===== config.mk =====
export PLATFORM = sky130hd
export DESIGN_NAME = morse_char_tx
export DESIGN_NICKNAME = d
export VERILOG_FILES = /design/src/rtl/morse_pkg.sv /design/src/rtl/morse_lut.sv /design/src/rtl/morse_char_tx.sv
export SDC_FILE = /design/constraint.sdc
export NUM_CORES = 1
export LEC_CHECK = 0
export CORE_AREA = 5 5 110 70
export CTS_BUF_LIST = sky130_fd_sc_hd__clkbuf_16
export CTS_CLUSTER_DIAMETER = 60
export DETAILED_ROUTE_END_ITERATION = 12
export DIE_AREA = 0 0 115 75
export MAX_ROUTING_LAYER = met4
export PLACE_DENSITY_LB_ADDON = 0.2
export SYNTH_ARGS = -nofsm -noshare
export SYNTH_HDL_FRONTEND = slang
export SYNTH_SLANG_ARGS = --single-unit

===== constraint.sdc =====
create_clock -name clk -period 4.5 [get_ports clk]
set_input_delay 0.9 -clock clk [delete_from_list [all_inputs] [get_ports clk]]
set_output_delay 0.9 -clock clk [all_outputs]
set_load 0.05 [all_outputs]

===== src/rtl/morse_pkg.sv =====
// Shared types and constants for the Morse character keyer.
package morse_pkg;

    localparam int unsigned MAX_ELEMS = 5;
    localparam int unsigned ELEM_W    = $clog2(MAX_ELEMS);

    localparam logic [7:0] ASCII_SPACE = 8'h20;
    localparam logic [7:0] ASCII_LC_A  = 8'h61;
    localparam logic [7:0] ASCII_LC_Z  = 8'h7A;
    localparam logic [7:0] CASE_OFFSET = 8'h20;

    typedef enum logic [2:0] {
        ST_IDLE,
        ST_LOOKUP,
        ST_MARK,
        ST_ELEM_GAP,
        ST_CHAR_GAP
    } state_t;

    typedef enum logic [1:0] {
        K_SYMBOL,
        K_SPACE,
        K_INVALID
    } kind_t;

    // Element i of a character is a dash when pattern[i] is set; element 0 is sent first.
    typedef struct packed {
        kind_t                  kind;
        logic [ELEM_W-1:0]      len;
        logic [MAX_ELEMS-1:0]   pattern;
    } lut_t;

    function automatic lut_t make_sym(input logic [ELEM_W-1:0] len,
                                      input logic [MAX_ELEMS-1:0] pattern);
        lut_t r;
        r.kind    = K_SYMBOL;
        r.len     = len;
        r.pattern = pattern;
        return r;
    endfunction

endpackage


===== src/rtl/morse_lut.sv =====
// Combinational ASCII to Morse element table; lower-case letters fold to upper case.
module morse_lut
    import morse_pkg::*;
(
    input  logic [7:0] ch_i,
    output lut_t       code_o
);

    logic [7:0] uc;

    always_comb begin
        uc = ch_i;
        if (ch_i >= ASCII_LC_A && ch_i <= ASCII_LC_Z) begin
            uc = ch_i - CASE_OFFSET;
        end

        code_o.kind    = K_INVALID;
        code_o.len     = '0;
        code_o.pattern = '0;

        case (uc)
            ASCII_SPACE: code_o.kind = K_SPACE;
            8'h41: code_o = make_sym(3'd2, 5'b00010); // A .-
            8'h42: code_o = make_sym(3'd4, 5'b00001); // B -...
            8'h43: code_o = make_sym(3'd4, 5'b00101); // C -.-.
            8'h44: code_o = make_sym(3'd3, 5'b00001); // D -..
            8'h45: code_o = make_sym(3'd1, 5'b00000); // E .
            8'h46: code_o = make_sym(3'd4, 5'b00100); // F ..-.
            8'h47: code_o = make_sym(3'd3, 5'b00011); // G --.
            8'h48: code_o = make_sym(3'd4, 5'b00000); // H ....
            8'h49: code_o = make_sym(3'd2, 5'b00000); // I ..
            8'h4A: code_o = make_sym(3'd4, 5'b01110); // J .---
            8'h4B: code_o = make_sym(3'd3, 5'b00101); // K -.-
            8'h4C: code_o = make_sym(3'd4, 5'b00010); // L .-..
            8'h4D: code_o = make_sym(3'd2, 5'b00011); // M --
            8'h4E: code_o = make_sym(3'd2, 5'b00001); // N -.
            8'h4F: code_o = make_sym(3'd3, 5'b00111); // O ---
            8'h50: code_o = make_sym(3'd4, 5'b00110); // P .--.
            8'h51: code_o = make_sym(3'd4, 5'b01011); // Q --.-
            8'h52: code_o = make_sym(3'd3, 5'b00010); // R .-.
            8'h53: code_o = make_sym(3'd3, 5'b00000); // S ...
            8'h54: code_o = make_sym(3'd1, 5'b00001); // T -
            8'h55: code_o = make_sym(3'd3, 5'b00100); // U ..-
            8'h56: code_o = make_sym(3'd4, 5'b01000); // V ...-
            8'h57: code_o = make_sym(3'd3, 5'b00110); // W .--
            8'h58: code_o = make_sym(3'd4, 5'b01001); // X -..-
            8'h59: code_o = make_sym(3'd4, 5'b01101); // Y -.--
            8'h5A: code_o = make_sym(3'd4, 5'b00011); // Z --..
            8'h30: code_o = make_sym(3'd5, 5'b11111); // 0 -----
            8'h31: code_o = make_sym(3'd5, 5'b11110); // 1 .----
            8'h32: code_o = make_sym(3'd5, 5'b11100); // 2 ..---
            8'h33: code_o = make_sym(3'd5, 5'b11000); // 3 ...--
            8'h34: code_o = make_sym(3'd5, 5'b10000); // 4 ....-
            8'h35: code_o = make_sym(3'd5, 5'b00000); // 5 .....
            8'h36: code_o = make_sym(3'd5, 5'b00001); // 6 -....
            8'h37: code_o = make_sym(3'd5, 5'b00011); // 7 --...
            8'h38: code_o = make_sym(3'd5, 5'b00111); // 8 ---..
            8'h39: code_o = make_sym(3'd5, 5'b01111); // 9 ----.
            default: ;
        endcase
    end

endmodule


===== src/rtl/morse_char_tx.sv =====
// Streaming Morse keyer: one ASCII character per valid/ready handshake, keyed out with
// ITU unit timing on key_out and mirrored onto every led bit.
module morse_char_tx
    import morse_pkg::*;
#(
    parameter int unsigned UNIT_CYCLES = 2097152,
    parameter int unsigned DASH_UNITS  = 3,
    parameter int unsigned LETTER_GAP  = 3,
    parameter int unsigned WORD_GAP    = 7,
    parameter int unsigned LED_W       = 8
) (
    input  logic             clk,
    input  logic             rst,
    input  logic [7:0]       char_data,
    input  logic             char_valid,
    output logic             char_ready,
    output logic             key_out,
    output logic [LED_W-1:0] led,
    output logic             busy,
    output logic             err
);

    localparam int unsigned CYC_W  = $clog2(UNIT_CYCLES);
    localparam int unsigned UNIT_W = 3;

    state_t              state_q, state_d;
    logic [7:0]          char_q, char_d;
    lut_t                lut_q, lut_d, lut_c;
    logic [ELEM_W-1:0]   elem_q, elem_d;
    logic [CYC_W-1:0]    cyc_q, cyc_d;
    logic [UNIT_W-1:0]   unit_q, unit_d;
    logic                key_q, key_d;
    logic                err_q, err_d;
    logic                busy_q, busy_d;

    logic                unit_last;
    logic                phase_done;
    int unsigned         phase_units;

    morse_lut u_lut (
        .ch_i   (char_q),
        .code_o (lut_c)
    );

    always_ff @(posedge clk) begin
        if (rst) begin
            state_q <= ST_IDLE;
            char_q  <= '0;
            lut_q   <= '{kind: K_INVALID, len: '0, pattern: '0};
            elem_q  <= '0;
            cyc_q   <= '0;
            unit_q  <= '0;
            key_q   <= 1'b0;
            err_q   <= 1'b0;
            busy_q  <= 1'b0;
        end else begin
            state_q <= state_d;
            char_q  <= char_d;
            lut_q   <= lut_d;
            elem_q  <= elem_d;
            cyc_q   <= cyc_d;
            unit_q  <= unit_d;
            key_q   <= key_d;
            err_q   <= err_d;
            busy_q  <= busy_d;
        end
    end

    // Length in units of the phase currently being timed.
    always_comb begin
        phase_units = 1;
        case (state_q)
            ST_MARK:     phase_units = lut_q.pattern[elem_q] ? DASH_UNITS : 1;
            ST_CHAR_GAP: phase_units = (lut_q.kind == K_SPACE) ? (WORD_GAP - LETTER_GAP)
                                                                : LETTER_GAP;
            default:     phase_units = 1;
        endcase
    end

    assign unit_last  = (cyc_q == CYC_W'(UNIT_CYCLES - 1));
    assign phase_done = unit_last && (unit_q == UNIT_W'(phase_units - 1));

    always_comb begin
        state_d = state_q;
        char_d  = char_q;
        lut_d   = lut_q;
        elem_d  = elem_q;
        cyc_d   = cyc_q + CYC_W'(1);
        unit_d  = unit_q;
        err_d   = 1'b0;

        if (unit_last) begin
            cyc_d  = '0;
            unit_d = unit_q + UNIT_W'(1);
        end

        case (state_q)
            ST_IDLE: begin
                if (char_valid) begin
                    char_d  = char_data;
                    state_d = ST_LOOKUP;
                end
            end
            ST_LOOKUP: begin
                lut_d  = lut_c;
                elem_d = '0;
                case (lut_c.kind)
                    K_INVALID: begin
                        state_d = ST_IDLE;
                        err_d   = 1'b1;
                    end
                    K_SPACE:   state_d = ST_CHAR_GAP;
                    default:   state_d = ST_MARK;
                endcase
            end
            ST_MARK: begin
                if (phase_done) begin
                    state_d = (elem_q == lut_q.len - ELEM_W'(1)) ? ST_CHAR_GAP : ST_ELEM_GAP;
                end
            end
            ST_ELEM_GAP: begin
                if (phase_done) begin
                    state_d = ST_MARK;
                    elem_d  = elem_q + ELEM_W'(1);
                end
            end
            ST_CHAR_GAP: begin
                if (phase_done) begin
                    state_d = ST_IDLE;
                end
            end
            default: state_d = ST_IDLE;
        endcase

        // Every phase is timed from zero on entry; idle keeps the counters parked.
        if (state_d != state_q || state_q == ST_IDLE) begin
            cyc_d  = '0;
            unit_d = '0;
        end

        key_d  = (state_d == ST_MARK);
        busy_d = (state_d != ST_IDLE);
    end

    assign key_out    = key_q;
    assign led        = {LED_W{key_q}};
    assign busy       = busy_q;
    assign char_ready = ~busy_q;
    assign err        = err_q;

endmodule


==> impl_metrics.csv, run 1 <==
group,metric,value,unit
outcome,status,"completed",
placed_design,dp_slack,1070,ps
yosys,syn_nets,422,
yosys,syn-cell-area,3200,um^2
finish,antennaDiodeCount,0,
worst_setup_path,cp.arrival,3690,ps
sta,worst_hold_slack,460,ps
sta,tightest_slew,892,ps
power,leakagePower,0.00117,uW
worst_setup_path,endpoint_kind,"flip-flop",
sta,fin_setup_tns,0,ps
clock_network,clock_sinks,51,
power,power.switching,265,uW
clock_network,cts_made_buffers,5,
finish,area_growth,10.8,%
clock_network,hold_buffers,0,
routing,drt_pass1_iterations,8,
power,clock_power_share,38.6,%
global_routing,gr-usage-all-layers,19.2,%
die,core_area,6560,um^2
die,pin_count,23,
clock_network,clockBufferDepth,2,
clock_network,post_cts_buffers,0,
run,drv_cap,0,
sta,setup_viol,0,
die,rows,23,
placed_design,gp_congestion,0.955,
sta,slew-limit-headroom,40.4,%
power,power_frac_comb,13.0,%
yosys,synthTopCellsByArea,"dfxtp_1, nand2_1, nor2_1",
die,die_area,8630,um^2
worst_setup_path,r2r_cells,11,
die,start_util,48.7,%
clock_network,cts_resized,0,
placed_design,io_buffers,22,
yosys,ys_seq_area_share,31.9,%
sta,maxSlewViolCount,0,
yosys,synth_area_leader_cell,"dfxtp_1",
finish,drive_above_1_share,6.16,%
yosys,synth_top_area_share,31.9,%
routing,dr_total_vias,2879,
yosys,yosysMostFrequentCell,"dfxtp_1",
global_routing,antenna_found_initial,0,
power,swShare,27.0,%
sta,grt_setup_unrepaired,"false",
yosys,synth_common_cells,"dfxtp_1, nand2_1, nor2_1",
worst_setup_path,worstPathRequired,4680,ps
worst_setup_path,reg2reg_slack,990,ps
global_routing,grt_max_degree,37,
worst_setup_path,startpoint,"elem_q[0]$_SDFFE_PP0P_",
clock_network,cts-htree-levels,2,
sta,finalCriticalPeriod,3510,ps
routing,drt-wirelength-per-cell,15.2,um
clock_network,clkSlewWorstSetupHoldPaths,70,ps
sta,setup_ws,991,ps
yosys,ys_ff_latch,51,
sta,fmax,285,MHz
clock_network,clk_latency,290,ps
routing,ant_nets,0,
power,cellPowerDensity,277,nW/um^2
clock_network,cts_root_buf,"clkbuf_16",
clock_network,cts_tree,"done",
power,intPower,715,uW
hold_path,hold_class,"reg2reg",
yosys,netlist_instances,405,
yosys,syn_avg_cell_area,7.90,um^2
routing,initialDrtViolationCount,287,
worst_setup_path,r2r_start,"elem_q[0]$_SDFFE_PP0P_",
global_routing,grt_pass1_wl,13.0,mm
die,die-height,75,um
yosys,synth_edf_count,0,
global_routing,grt_pass1_vias,2647,
yosys,synth.distinct_cells,60,
worst_setup_path,worstSetupPathType,"reg2reg",
yosys,async_flop_share,0,%
worst_setup_path,crit_end,"cyc_q[19]$_SDFF_PP0_",
worst_setup_path,cp-start-kind,"flip-flop",
worst_setup_path,r2r-end,"cyc_q[19]$_SDFF_PP0_",
power,peakVddDrop,217,uV
sta,finalCritPeriodShare,78.0,%
routing,routed_wl,7.52,mm
placed_design,hpwl,5.57,mm
global_routing,gr-total-overflow,0,
yosys,synth_flop_cell,"dfxtp_1",
worst_setup_path,worstPathMaxFanout,14,
die,die_width,115,um
routing,remaining_drc_errors,0,
finish,fin_nets,422,
yosys,ys_warn_count,0,
sta,skew,9.38,ps
routing,vias_per_cell,5.84,
power,power_frac_seq,48.4,%
sta,hold_viol_final,0,
==> power groups by stage <==
stage,Clock (uW),Sequential [uW],Combinational (uW)
floorplan,0,477,96.0
global placement,0,485,125
detailed placement,0,485,125
CTS,386,475,126
global route,404,477,141
finish,378,475,127
==> logic make-up (layout without fill, tap and decap cells) <==
logic type	count (synthesis)	count (layout)	share of synthesized area, %
and+or+nand+nor	181	181	29.7
AOI/OAI and AO/OA	85	85	18.0
DFF	51	51	31.9
buffers and inverters	45	46	6.65
xor gates and xnor gates	29	29	8.41
muxes	8	8	2.97
adders and majority gates	6	6	2.35
==> critical path, cell delays in order, from the launching register on <==
cell and delay [ps]:
dfxtp_1 470, mux4_2 530, mux2i_1 150, nor2_1 60, o21ai_0 170, ha_1 180, xor2_1 80, a211o_1 310
a2111oi_4 590, a211o_1 460, or2_2 320, nor2_1 80
==> per-stage QoR <==
step	utilization, %	cell area [um^2]	std cells	power, uW
floorplan	-	3200	405	573
global placement	51.7	3390	485	610
detailed placement	51.7	3390	485	610
CTS	54.0	3540	493	987
global route	54.0	3540	493	1020
finish	54.0	3540	493	981
==> state kept, by name (all words and copies together), names as in the netlist <==
signal   cells
key_out      1
cyc_q       21
elem_q       3
busy         1
char_q       8
lut_q       10
err          1
unit_q       3
state_q      3
==> per-layer routing <==
layer	track usage [%]	wire (um)
met1	28.1	3800
met4	2.47	26
met3	5.06	750
met5	-	0
met2	27.0	2940
==> worst min-delay path by stage <==
stage,start,endpoint,slack [ps],depth (start not counted)
detailed placement,lut_q[4]$_SDFFE_PP0P_,lut_q[4]$_SDFFE_PP0P_,450,2
global placement,lut_q[1]$_SDFFE_PP0P_,lut_q[1]$_SDFFE_PP0P_,440,2
floorplan,lut_q[4]$_SDFFE_PP0P_,lut_q[4]$_SDFFE_PP0P_,420,2
finish,lut_q[6]$_SDFFE_PP0P_,lut_q[6]$_SDFFE_PP0P_,460,2
global route,lut_q[4]$_SDFFE_PP0P_,lut_q[4]$_SDFFE_PP0P_,480,2
CTS,lut_q[4]$_SDFFE_PP0P_,lut_q[4]$_SDFFE_PP0P_,460,2
==> placed cells by master, fill, tap and decap left out, types with 2 or more instances in the layout <==
cell type,instances
nor3_1,8
and3_1,9
nor4b_1,5
or2_2,2
buf_4,5
inv_1,11
mux2_2,2
nand4_1,8
xnor2_1,14
clkinv_4,2
clkbuf_16,5
nor2_1,44
a22oi_1,4
and4bb_1,2
dfxtp_1,51
nor4_1,3
mux2i_1,5
a211o_1,2
clkdlybuf4s50_1,22
nand2b_1,4
nand3_1,11
o21ai_0,22
a41oi_1,3
o31ai_1,2
nand3b_1,5
and4_1,5
o31a_1,2
a31oi_1,4
xor2_1,14
and2_1,8
a21oi_1,27
nor3b_1,5
ha_1,6
o211a_1,2
nand2_1,47
a2bb2oi_1,2
nor2b_1,7
or3_1,2
==> layout make-up <==
type                    count  area, um^2
fillers                   640        3020
multi-input cells         309        1960
flip-flops and latches     51        1020
repair buffers             27         258
clock buffers               5         125
well taps                  87         109
inverters                  11        41.3
clock inverters             3        25.0
Power figures use the tool's default switching activity.
==> run 2, diff against run 1 <==
==> constraint.sdc (replaced) <==
create_clock -name clk -period 2.84 [get_ports clk]
set_input_delay 0.568 -clock clk [delete_from_list [all_inputs] [get_ports clk]]
set_output_delay 0.568 -clock clk [all_outputs]
set_load 0.05 [all_outputs]
==> run 2 against run 1 <==
The run now ends with setup timing left. Final area rose by 4.9%. Worst setup slack worse by 1000 ps. Clock skew down 4.4 ps. Non-clock buffer count is 11 higher. Flip-flop and latch count is the same. Count of clock-buffer cells in the layout did not move. Register-to-register slack worse by 1000 ps. Critical path depth rose by 1. Power grew 56%. First-iteration DRC count is 8.7% lower. Via count up 1.9%. Fmax rose by 21%. Critical path type unchanged. Critical endpoint is now key_out$_SDFF_PP0_.
==> impl_metrics.csv, run 2 (same netlist as run 1, synthesis figures left out) <==
group,metric,value,unit
outcome,status,"finished, violations left",
outcome,violations,"setup timing",
global_routing,gr-usage-all-layers,19.4,%
sta,grt_setup_unrepaired,"true",
global_routing,grt_max_degree,28,
power,leakagePower,0.00124,uW
hold_path,hold_class,"reg2reg",
routing,drt-wirelength-per-cell,15.5,um
placed_design,hpwl,5.63,mm
power,cellPowerDensity,412,nW/um^2
clock_network,clockBufferDepth,2,
worst_setup_path,cp.arrival,3080,ps
power,power,1530,uW
die,core_area,6560,um^2
die,die_area,8630,um^2
finish,top_regs,"cyc_q (21), lut_q (10), char_q (8)",
sta,finalCriticalPeriod,2900,ps
routing,vias_per_cell,5.81,
sta,slew-limit-headroom,54.3,%
finish,antennaDiodeCount,0,
finish,fillCellCount,617,
worst_setup_path,worstSetupPathType,"reg2reg",
finish,largest_reg_flops,21,
routing,drt_pass1_iterations,5,
finish,area_growth,16.2,%
die,rows,23,
sta,skew,4.99,ps
worst_setup_path,max_stage_delay,480,ps
sta,tightest_slew,679,ps
worst_setup_path,crit_chain,"mux4_2 > mux2i_1 > nor2_1 > o21ai_1 > ha_2 > xor2_2 > nand4_1 > a2111oi_4 > buf_6 > a31oi_4 > o31ai_2 > and4bb_1",
placed_design,dp_cells,496,
worst_setup_path,critPathTopFamily,"compound AO/OA/AOI/OAI gates",
die,die-height,75,um
worst_setup_path,worstPathRequired,3020,ps
clock_network,cts_made_buffers,5,
sta,fin_setup_tns,-110,ps
worst_setup_path,r2r_start,"elem_q[0]$_SDFFE_PP0P_",
sta,hold_viol_final,0,
sta,setup_ws,-55.2,ps
routing,remaining_drc_errors,0,
sta,finalCritPeriodShare,102,%
routing,routed_wl,7.84,mm
worst_setup_path,cp_slowest_cell,"mux4_2",
worst_setup_path,r2r_cells,12,
finish,layout_commonest_cell,"dfxtp_1",
routing,dr_total_vias,2934,
finish,final_cell_mix,"dfxtp_1, nand2_1, nor2_1, a21oi_1, clkdlybuf4s50_1",
worst_setup_path,startpoint,"elem_q[0]$_SDFFE_PP0P_",
clock_network,clk_latency,290,ps
clock_network,clock_sinks,51,
clock_network,cts_root_buf,"clkbuf_16",
global_routing,grt_pass1_wl,12.8,mm
clock_network,cts_tree,"done",
worst_setup_path,endpoint_kind,"flip-flop",
worst_setup_path,worstPathMaxFanout,6,
worst_setup_path,r2r-end,"key_out$_SDFF_PP0_",
worst_setup_path,path_depth,12,
placed_design,gp_congestion,0.947,
die,start_util,48.7,%
finish,fin_nets,434,
worst_setup_path,cp-start-kind,"flip-flop",
sta,maxSlewViolCount,0,
global_routing,gr-total-overflow,0,
power,peakVddDrop,216,uV
routing,ant_nets,0,
global_routing,grt_pass1_vias,2561,
global_routing,antenna_found_initial,0,
placed_design,io_buffers,22,
finish,layout.cells.non_filler,505,
finish,top_register,"cyc_q",
sta,fmax,345,MHz
run,drv_cap,0,
worst_setup_path,reg2reg_slack,-60,ps
sta,setup_viol,3,
clock_network,cts-htree-levels,2,
worst_setup_path,critPathBufInv,1,
die,pin_count,23,
finish,drive_above_1_share,12.0,%
die,die_width,115,um
clock_network,post_cts_buffers,0,
worst_setup_path,crit_end,"key_out$_SDFF_PP0_",
clock_network,clkSlewWorstSetupHoldPaths,60,ps
routing,initialDrtViolationCount,262,
run 2: cell types whose count changed in the layout (fill, tap and decap cells not counted), moves of 2 or more:
cell,delta
nor2_1,-9
buf_4,+8
nor2_2,+7
buf_6,+3
clkinv_1,+2
clkinv_4,-2
nor2_4,+2
or2_4,+2
run 2: worst min-delay path by stage:
stage,end,slack (ps),depth (start not counted),from
6_report,lut_q[4]$_SDFFE_PP0P_,460,2,lut_q[4]$_SDFFE_PP0P_
5_1_grt,lut_q[1]$_SDFFE_PP0P_,480,2,lut_q[1]$_SDFFE_PP0P_
4_1_cts,lut_q[4]$_SDFFE_PP0P_,460,2,lut_q[4]$_SDFFE_PP0P_
3_5_place_dp,lut_q[4]$_SDFFE_PP0P_,440,2,lut_q[4]$_SDFFE_PP0P_
3_3_place_gp,lut_q[4]$_SDFFE_PP0P_,430,2,lut_q[4]$_SDFFE_PP0P_
2_1_floorplan,lut_q[4]$_SDFFE_PP0P_,420,2,lut_q[4]$_SDFFE_PP0P_
run 2: routing by layer:
| layer | track usage [%] | share of wire (%) |
|---|---|---|
| met5 | - | 0 |
| met4 | 5.34 | 1.2 |
| met3 | 4.42 | 7.4 |
| met2 | 24.0 | 39 |
| met1 | 30.3 | 53 |
run 2: repair_timing:
action,CTS,global route
pin swaps,0,14
hold endpoints to repair,0,0
resized for setup,1,21
gates cloned,0,1
setup endpoints to repair,3,32
hold buffers,0,0
run 2: layout make-up:
cell class	instances	area, um^2	area share (%)
sequential	51	1020	27.6
tap	87	109	2.93
multi-input combinational	310	2050	55.3
inverter	11	41.3	1.11
clock buffer	5	125	3.37
clock inverter	3	11.3	0.303
timing repair buffer	38	352	9.46
run 2: worst min-delay path: stages (launching register included):
cell     delay, ps
dfxtp_1        330
nand2_1         50
o21ai_0         50
run 2: power by group:
group	leakage (uW)	switching, uW	internal, uW
clock	0.0000701	252	317
combinational	0.000758	129	82.3
sequential	0.000414	24.6	726
run 2: through the flow:
| step | area (um^2) | setup WS [ps] | utilization (%) | hold WS (ps) |
|---|---|---|---|---|
| 2_1_floorplan | 3210 | 7.71 | - | 417 |
| 3_3_place_gp | 3490 | -14.1 | 53.1 | 432 |
| 3_5_place_dp | 3490 | -67.8 | 53.1 | 445 |
| 4_1_cts | 3630 | -87.9 | 55.3 | 460 |
| 5_1_grt | 3720 | -268 | 56.6 | 483 |
| 6_report | 3720 | -55.2 | 56.6 | 457 |
==> run 3, diff against run 2 <==
--- a/config.mk
+++ b/config.mk
@@ -5,11 +5,13 @@
 export SDC_FILE = /design/constraint.sdc
 export NUM_CORES = 1
 export LEC_CHECK = 0
+export CAP_MARGIN = 5
 export CORE_AREA = 5 5 110 70
 export CTS_BUF_LIST = sky130_fd_sc_hd__clkbuf_16
 export CTS_CLUSTER_DIAMETER = 60
 export DETAILED_ROUTE_END_ITERATION = 12
 export DIE_AREA = 0 0 115 75
+export GPL_ROUTABILITY_DRIVEN = 0
 export MAX_ROUTING_LAYER = met4
 export PLACE_DENSITY_LB_ADDON = 0.2
 export SYNTH_ARGS = -nofsm -noshare
==> run 3 against run 2 <==
The flow still finishes with violations (setup timing). Sequential share of layout area shrank 0.74 points. Count of clock-buffer cells in the layout up 1. Sequential power about the same. Critical path type unchanged.
==> impl_metrics.csv, run 3 (same netlist as run 1, synthesis figures left out) <==
group,metric,value,unit
outcome,status,"finished, violations left",
outcome,violations,"setup timing",
finish,fin_nets,438,
die,rows,23,
routing,routed_wl,7.92,mm
worst_setup_path,max_stage_delay,470,ps
clock_network,clockBufferDepth,2,
global_routing,antenna_found_initial,0,
clock_network,clk_latency,280,ps
finish,drive_above_1_share,14.0,%
finish,top_regs,"cyc_q (21), lut_q (10), char_q (8)",
die,die-height,75,um
routing,initialDrtViolationCount,279,
global_routing,top_usage_layer,"met1",
sta,setup_viol,29,
power,power_frac_comb,12.6,%
worst_setup_path,critPathTopFamily,"compound AO/OA/AOI/OAI gates",
global_routing,met3_usage,4.58,%
worst_setup_path,path_depth,12,
worst_setup_path,r2r-end,"key_out$_SDFF_PP0_",
sta,maxSlewViolCount,0,
worst_setup_path,cp.arrival,3160,ps
global_routing,gr-total-overflow,0,
worst_setup_path,cp_slowest_cell,"mux4_2",
worst_setup_path,worstPathRequired,3010,ps
sta,finalCritPeriodShare,105,%
die,die_area,8630,um^2
global_routing,grt_max_degree,30,
clock_network,clkSlewWorstSetupHoldPaths,70,ps
power,power_frac_seq,44.3,%
sta,skew,4.24,ps
die,die_width,115,um
worst_setup_path,r2r_cells,12,
sta,hold_viol_final,0,
hold_path,hold_class,"reg2reg",
die,start_util,48.7,%
worst_setup_path,startpoint,"elem_q[0]$_SDFFE_PP0P_",
die,core_area,6560,um^2
power,leakagePower,0.00129,uW
sta,setup_ws,-145,ps
placed_design,dp_cells,497,
worst_setup_path,endpoint_kind,"flip-flop",
power,clock_power_share,43.1,%
routing,drt-wirelength-per-cell,15.6,um
routing,drt_pass1_iterations,5,
power,swShare,24.5,%
clock_network,cts_made_buffers,5,
routing,ant_nets,0,
finish,final_core_util,58.2,%
worst_setup_path,crit_chain,"mux4_2 > mux2i_1 > nor2_1 > o21ai_1 > ha_2 > xor2_2 > nand4_1 > a2111oi_4 > buf_6 > a31oi_2 > o31ai_2 > and4bb_1",
global_routing,grt_util_met1,28.8,%
sta,fmax,335,MHz
placed_design,hpwl,5.46,mm
finish,fillCellCount,597,
global_routing,grt_pass1_wl,12.9,mm
global_routing,use_met2,26.0,%
finish,antennaDiodeCount,0,
worst_setup_path,crit_end,"key_out$_SDFF_PP0_",
power,cellPowerDensity,444,nW/um^2
global_routing,gr-usage-all-layers,19.1,%
finish,area_growth,19.4,%
clock_network,cts_root_buf,"clkbuf_16",
clock_network,cts_tree,"done",
finish,seqCellArea,1020,um^2
power,intPower,1280,uW
routing,dr_total_vias,2978,
hold_path,whs_path_depth,2,
clock_network,clock_sinks,51,
routing,vias_per_cell,5.85,
finish,multi_input_area,2070,um^2
worst_setup_path,critPathBufInv,1,
finish,final_cell_mix,"dfxtp_1, nand2_1, nor2_1, a21oi_1, clkdlybuf4s50_1",
worst_setup_path,worstPathMaxFanout,6,
global_routing,grt_pass1_vias,2609,
routing,remaining_drc_errors,0,
finish,layout_commonest_cell,"dfxtp_1",
finish,layout.cells.non_filler,509,
sta,slew-limit-headroom,49.4,%
power,peakVddDrop,293,uV
worst_setup_path,cp-start-kind,"flip-flop",
sta,finalCriticalPeriod,2980,ps
worst_setup_path,r2r_start,"elem_q[0]$_SDFFE_PP0P_",
finish,top_register,"cyc_q",
sta,tightest_slew,753,ps
placed_design,io_buffers,22,
die,pin_count,23,
power,power.switching,415,uW
finish,largest_reg_flops,21,
sta,grt_setup_unrepaired,"true",
worst_setup_path,worstSetupPathType,"reg2reg",
run,drv_cap,0,
worst_setup_path,reg2reg_slack,-140,ps
clock_network,cts-htree-levels,2,
run 3: layer usage:
layer	wire length (um)	part of all wire, %
met1	4140	52
met5	0	0
met4	22	0.28
met2	3100	39
met3	647	8.2
run 3: repair_timing:
action	4_1_cts	5_1_grt
resized for setup	2	27
endpoints found under the setup margin	16	32
pin swaps	3	8
buffers inserted	0	2
cloned	0	2
hold buffers	0	0
run 3: worst min path at each step:
stage,start,to,slack (ps)
floorplan,lut_q[4]$_SDFFE_PP0P_,lut_q[4]$_SDFFE_PP0P_,420
global placement,lut_q[4]$_SDFFE_PP0P_,lut_q[4]$_SDFFE_PP0P_,440
detailed placement,lut_q[4]$_SDFFE_PP0P_,lut_q[4]$_SDFFE_PP0P_,440
CTS,lut_q[4]$_SDFFE_PP0P_,lut_q[4]$_SDFFE_PP0P_,460
global route,lut_q[6]$_SDFFE_PP0P_,lut_q[6]$_SDFFE_PP0P_,480
finish,lut_q[4]$_SDFFE_PP0P_,lut_q[4]$_SDFFE_PP0P_,460
run 3: final cells by class:
class                           count  share of cell area, %
Inverter                           11                   1.08
Tap cell                           87                   2.85
Sequential cell                    51                   26.8
Clock inverter                      2                  0.983
Timing Repair Buffer               42                   10.2
Multi-Input combinational cell    310                   54.1
Clock buffer                        6                   3.93
run 3: metrics by stage:
| stage | TNS (ps) | power (uW) | worst slack (ps) | hold slack, ps | area (um^2) |
|---|---|---|---|---|---|
| after floorplan | 0 | 907 | 7.71 | 417 | 3210 |
| after global placement | -19.0 | 968 | -14.5 | 436 | 3490 |
| after detailed placement | -150 | 970 | -85.8 | 440 | 3490 |
| after CTS | -245 | 1700 | -112 | 456 | 3690 |
| after global routing | -7060 | 1760 | -324 | 484 | 3820 |
| final | -1780 | 1690 | -145 | 457 | 3820 |
run 3: worst register-to-register path, delay by kind of cell, from the launching register on:
kind	cells	cell delay (ps)
xor gates and xnor gates	1	180
AOI/OAI and AO/OA	4	870
and+or+nand+nor	3	440
muxes	2	640
adders and majority gates	1	220
DFF	1	350
buffers and inverters	1	180
run 3: power groups by stage:
stage | clock [uW] | sequential [uW] | combinational [uW]
finish | 730 | 751 | 214
detailed placement | 0 | 766 | 204
CTS | 741 | 750 | 205
floorplan | 0 | 755 | 152
global placement | 0 | 765 | 202
global route | 774 | 753 | 233
